==> config.mk <==
export PLATFORM = sky130hd
export DESIGN_NAME = zstall_sync
export DESIGN_NICKNAME = d
export VERILOG_FILES = /design/src/rtl/zsync_pkg.sv /design/src/rtl/zstall_prio.sv /design/src/rtl/zstall_sync.sv
export SDC_FILE = /design/constraint.sdc
export NUM_CORES = 1
export LEC_CHECK = 0
export CAP_MARGIN = 20
export CORE_MARGIN = 2
export CORE_UTILIZATION = 55
export CTS_BUF_LIST = sky130_fd_sc_hd__clkbuf_4
export DETAILED_ROUTE_END_ITERATION = 8
export PLACE_DENSITY_LB_ADDON = 0.1
export RECOVER_POWER = 100
export SLEW_MARGIN = 15
export SYNTH_ARGS = -nofsm -noshare
export SYNTH_HDL_FRONTEND = slang
export SYNTH_SLANG_ARGS = --single-unit
==> constraint.sdc <==
create_clock -name fclk -period 1.9 [get_ports fclk]
set_clock_uncertainty 0.2 [all_clocks]
set_input_delay 0.38 -clock fclk [delete_from_list [all_inputs] [get_ports fclk]]
set_output_delay 0.38 -clock fclk [all_outputs]
set_load 0.01 [all_outputs]
==> src/rtl/zsync_pkg.sv <==
// Shared encodings for the memory-cycle phase generator and the clock-stall arbiter.
// Pure declarations; no logic, no latency.
package zsync_pkg;

    typedef enum logic [1:0] {
        ST_IDLE  = 2'd0,
        ST_PEND  = 2'd1,
        ST_STALL = 2'd2,
        ST_REL   = 2'd3
    } zst_state_t;

    localparam logic [1:0] CBEG      = 2'd0;
    localparam logic [1:0] POST_CBEG = 2'd1;
    localparam logic [1:0] PRE_CEND  = 2'd2;
    localparam logic [1:0] CEND      = 2'd3;

    // Owner index covers up to 8 requesters; cycle count covers TMO up to 255.
    localparam int OWN_W = 3;
    localparam int CNT_W = 8;

    function automatic logic [3:0] phase_dec(input logic [1:0] ph);
        return 4'b0001 << ph;
    endfunction

endpackage

==> src/rtl/zstall_prio.sv <==
// Lowest-index-first priority encoder over the unmasked stall requests.
// Purely combinational, zero latency; no flow control.
module zstall_prio
    import zsync_pkg::*;
#(
    parameter int NREQ = 4
) (
    input  logic [NREQ-1:0]  i_req,
    output logic             o_any,
    output logic [OWN_W-1:0] o_idx
);

    always_comb begin
        o_any = |i_req;
        o_idx = '0;
        for (int i = NREQ - 1; i >= 0; i--) begin
            if (i_req[i]) begin
                o_idx = OWN_W'(i);
            end
        end
    end

endmodule

==> src/rtl/zstall_sync.sv <==
// fclk-domain memory-cycle phase strobes plus a stall arbiter that moves zclk_stall only on cycle boundaries.
// Strobes are registered one edge after the counter; requesters hold their req level until served.
module zstall_sync #(
    parameter int NREQ = 4,
    parameter int TMO  = 255
) (
    input  logic            fclk,
    input  logic            rst_n,
    input  logic [NREQ-1:0] stall_req,
    output logic [NREQ-1:0] stall_gnt,
    input  logic            clr_tmo,
    output logic            cbeg,
    output logic            post_cbeg,
    output logic            pre_cend,
    output logic            cend,
    output logic            zclk_stall,
    output logic            stall_tmo
);
    import zsync_pkg::*;

    logic [1:0]       r_phase;
    logic [3:0]       r_strb;
    zst_state_t       r_state;
    zst_state_t       w_state_nxt;
    logic [OWN_W-1:0] r_owner;
    logic [CNT_W-1:0] r_cnt;
    logic [NREQ-1:0]  r_mask;
    logic             r_tmo;

    logic             w_cend_edge;
    logic             w_any;
    logic             w_own_req;
    logic             w_tmo_hit;
    logic [OWN_W-1:0] w_prio_idx;
    logic [NREQ-1:0]  w_own_1h;
    logic [NREQ-1:0]  w_req_avail;

    assign w_req_avail = stall_req & ~r_mask;

    zstall_prio #(
        .NREQ (NREQ)
    ) u_prio (
        .i_req (w_req_avail),
        .o_any (w_any),
        .o_idx (w_prio_idx)
    );

    always_ff @(posedge fclk or negedge rst_n) begin
        if (!rst_n) begin
            r_phase <= CBEG;
            r_strb  <= '0;
        end else begin
            r_phase <= r_phase + 2'd1;
            r_strb  <= phase_dec(r_phase);
        end
    end

    assign cbeg      = r_strb[CBEG];
    assign post_cbeg = r_strb[POST_CBEG];
    assign pre_cend  = r_strb[PRE_CEND];
    assign cend      = r_strb[CEND];

    // Boundary edge: the one that raises cend, so stall changes line up with the cycle seam.
    assign w_cend_edge = (r_phase == CEND);

    always_comb begin
        w_own_1h = '0;
        for (int i = 0; i < NREQ; i++) begin
            w_own_1h[i] = (r_owner == OWN_W'(i));
        end
    end

    assign w_own_req = |(stall_req & w_own_1h);

    always_ff @(posedge fclk or negedge rst_n) begin
        if (!rst_n) begin
            r_state <= ST_IDLE;
            r_owner <= '0;
            r_cnt   <= '0;
            r_mask  <= '0;
            r_tmo   <= 1'b0;
        end else begin
            r_state <= w_state_nxt;
            if (r_state == ST_IDLE && w_any) begin
                r_owner <= w_prio_idx;
            end
            if (r_state != ST_STALL) begin
                r_cnt <= '0;
            end else if (w_cend_edge) begin
                r_cnt <= r_cnt + CNT_W'(1);
            end
            r_mask <= (r_mask & stall_req) | (w_tmo_hit ? w_own_1h : '0);
            r_tmo  <= w_tmo_hit | (r_tmo & ~clr_tmo);
        end
    end

    always_comb begin
        w_state_nxt = r_state;
        w_tmo_hit   = 1'b0;
        case (r_state)
            ST_IDLE: begin
                // A request already present on the boundary edge is granted at once.
                if (w_any) begin
                    w_state_nxt = w_cend_edge ? ST_STALL : ST_PEND;
                end
            end
            ST_PEND: begin
                if (!w_own_req) begin
                    w_state_nxt = ST_IDLE;
                end else if (w_cend_edge) begin
                    w_state_nxt = ST_STALL;
                end
            end
            ST_STALL: begin
                if (w_cend_edge) begin
                    if (!w_own_req) begin
                        w_state_nxt = ST_REL;
                    end else if (r_cnt == CNT_W'(TMO - 1)) begin
                        w_state_nxt = ST_REL;
                        w_tmo_hit   = 1'b1;
                    end
                end
            end
            ST_REL: begin
                if (w_cend_edge) begin
                    w_state_nxt = ST_IDLE;
                end
            end
            default: w_state_nxt = ST_IDLE;
        endcase
    end

    always_comb begin
        zclk_stall = (r_state == ST_STALL) || (r_state == ST_REL);
        stall_gnt  = (r_state == ST_STALL) ? w_own_1h : '0;
    end

    assign stall_tmo = r_tmo;

endmodule

==> reports/metrics.csv, run 1 <==
metric,value,unit
grt_usage,23.0,%
dieHeight,49.3,um
synth_top_family_by_area,simple AND/OR/NAND/NOR gates,
post_dp_cell_area,0.00140,mm2
setup_viol,0,
yosys.area_share.adder,6.67,%
slowest_stage,clkdlybuf4s50_1,
hold_path_class,register to register,
syn_inst,108,
cts_tree,built,
synth_simple_gate_area_share,20.2,%
via_per_inst,5.37,
drc,0,
grt_start_max_net_pins,24,
ys_types,32,
muxShareOfSynthArea,3.00,%
first_pass_iters,4,
drt_first_iter_violations,10,
initial_core_util,58.0,%
synth_compound_area_share,10.7,%
synth_area,0.00113,mm2
clkLatencyLatePin,0.31,ns
fin_crit,1.81,ns
syn_to_final_growth,26.1,%
synth_enable_flop_cells,0,
grt_pass1_wl,4280,um
port_buffers,16,
synth.net_count,121,
drive_gt1_share,20.9,%
ys_seq_area_share,51.1,%
rsz0062_at_grt,false,
place_congestion,0.895,
grt_antenna_before_repair,0,
wl_per_cell,13.5,um
crit_buf_inv,1,
status,finished clean,
cp.required,1.32,ns
slew_headroom,62.4,%
cts_buffer_depth,2,
cts_inserted_buffers,3,
pwr_density_cell,946,mW/mm2
worstSetupEndpointType,primary output,
cts_num_sinks,23,
synth_ff_type,dfrtp_1,
die_x,49.3,um
finalPower,1.34,mW
synthXorXnorAreaFrac,3.89,%
routed_wl,2230,um
synth_seq_cells,23,
die_area,0.00243,mm2
fin_crit_sh,95.4,%
num_vias,892,
grt_pass1_vias,955,
cp-start-kind,register,
fmax,552,MHz
nets,153,
async_flop_share,100,%
cp_max_fo,2,
path_clk_slew,0.13,ns
final_max_slew_viol_count,0,
crit_chain,clkdlybuf4s50_1,
ioPinCount,17,
crit_type,register to primary output,
dp_hpwl,1720,um
cts_root_buffer,clkbuf_4,
ys_warn_count,0,
max_stage_delay,0.55,ns
critPathTopFamily,buffers and inverters,
diodes,0,
finalHoldViolCount,0,
rows,16,
grt_overflow_total,0,
syn_area_per_cell,10.4,um2
cp_data_arrival_time,1.23,ns
total_leakage_power,0.656,nW
final_cell_area,0.00142,mm2
ant_nets,0,
final_common_cell,dfrtp_1,
drv_cap,0,
layout_common_cells,"22 x dfrtp_1, 13 x buf_4, 11 x nand2_1",
irDropWorstVdd,0.729,mV
design.core.area,0.00194,mm2
worstMarginPinSlew,0.564,ns
htreeDepth,1,
## final cells by class
type / count / area, um2
Clock buffer: 3 / 22.5
Inverter: 6 / 22.5
Tap cell: 27 / 33.8
Sequential cell: 23 / 577
Multi-Input combinational cell: 74 / 509
Timing Repair Buffer: 32 / 248
Fill cell: 150 / 522
Clock inverter: 1 / 7.51
## kinds of logic after synthesis
kind of cell / after synthesis
xor+xnor: 5
buf+inv: 11
simple gates: 43
mux: 2
fa+ha+maj: 6
compound gates: 18
flops: 23
## where the power goes
group / internal, mW / switching, mW
sequential: 0.542 / 0.0671
clock: 0.0802 / 0.150
combinational: 0.252 / 0.251
total: 0.874 / 0.469
## final timing paths
| check | start | to | slack, ns | cells past startpoint |
|---|---|---|---|---|
| worst max-delay path | stall_tmo | stall_tmo | 0.09 | 1 |
| worst min-delay path | r_mask[3] | r_mask[3] | 0.31 | 2 |
| worst max register to register | r_phase[0] | r_cnt[7] | 0.16 | 4 |
| worst min register to register | r_mask[3] | r_mask[3] | 0.31 | 2 |
| max in group asynchronous | rst_n | r_owner[1] | 0.73 | 2 |
| min in group asynchronous | rst_n | r_cnt[7] | 0.37 | 2 |
## timing repair
| item | in CTS | in global routing |
|---|---|---|
| hold buffers | 0 | 0 |
| buffers inserted | 2 | 0 |
| setup endpoints to repair | 5 | 7 |
| hold endpoints to repair | 0 | 0 |
| gates resized for setup | 16 | 5 |
## Yosys cell counts, types with 2 or more instances
library cell / instances / share of area (%)
and3_1: 3 / 1.7
nor2_1: 10 / 3.3
inv_1: 6 / 2.0
ha_1: 6 / 6.7
o21ai_0: 6 / 2.7
xor2_1: 4 / 3.1
a21oi_1: 4 / 1.8
nand2b_1: 7 / 3.9
nand4_1: 4 / 2.2
nand2_1: 11 / 3.7
or3_1: 2 / 1.1
clkbuf_1: 3 / 1.0
dfrtp_1: 23 / 51
## worst register-to-register path: cells and delay by family (launching register included)
kind	cells	cell delay, ns
flops	1	0.41
simple gates	2	0.58
fa+ha+maj	1	0.33
compound gates	1	0.16
## routing by layer
metal | track usage [%] | wire length [um] | up-vias
met1 | 27.1 | 949 | 428
met2 | 40.1 | 1150 | 27
met3 | 4.60 | 79 | 6
met4 | 10.5 | 54 | 0
li1 | - | - | 431
met5 | 0 | 0 | -
## sequential cells by signal, indices dropped and copies added (netlist names)
name / count
r_mask: 4
r_strb: 4
r_owner: 2
r_state: 2
r_phase: 2
r_cnt: 8
stall_tmo: 1
## metrics by stage
step | hold WS, ns | utilization [%] | worst slack (ns) | TNS, ns | std cells
3_5_place_dp | 0.273 | 72.0 | -0.114 | -0.738 | 160
3_3_place_gp | 0.263 | 72.0 | -0.0683 | -0.394 | 160
2_1_floorplan | -0.116 | - | 0.241 | 0 | 108
4_1_cts | 0.205 | 73.8 | 0.00343 | 0 | 166
6_report | 0.307 | 73.1 | 0.0872 | 0 | 166
5_1_grt | 0.338 | 73.1 | 0.0167 | 0 | 166
No activity file was read; power rests on OpenSTA's default activity.
==> run 2: changes to the inputs <==
SLEW_MARGIN = not set   (was 15)
==> results of run 2 <==
Final layout, timing and power as in run 1 (identical DEF).
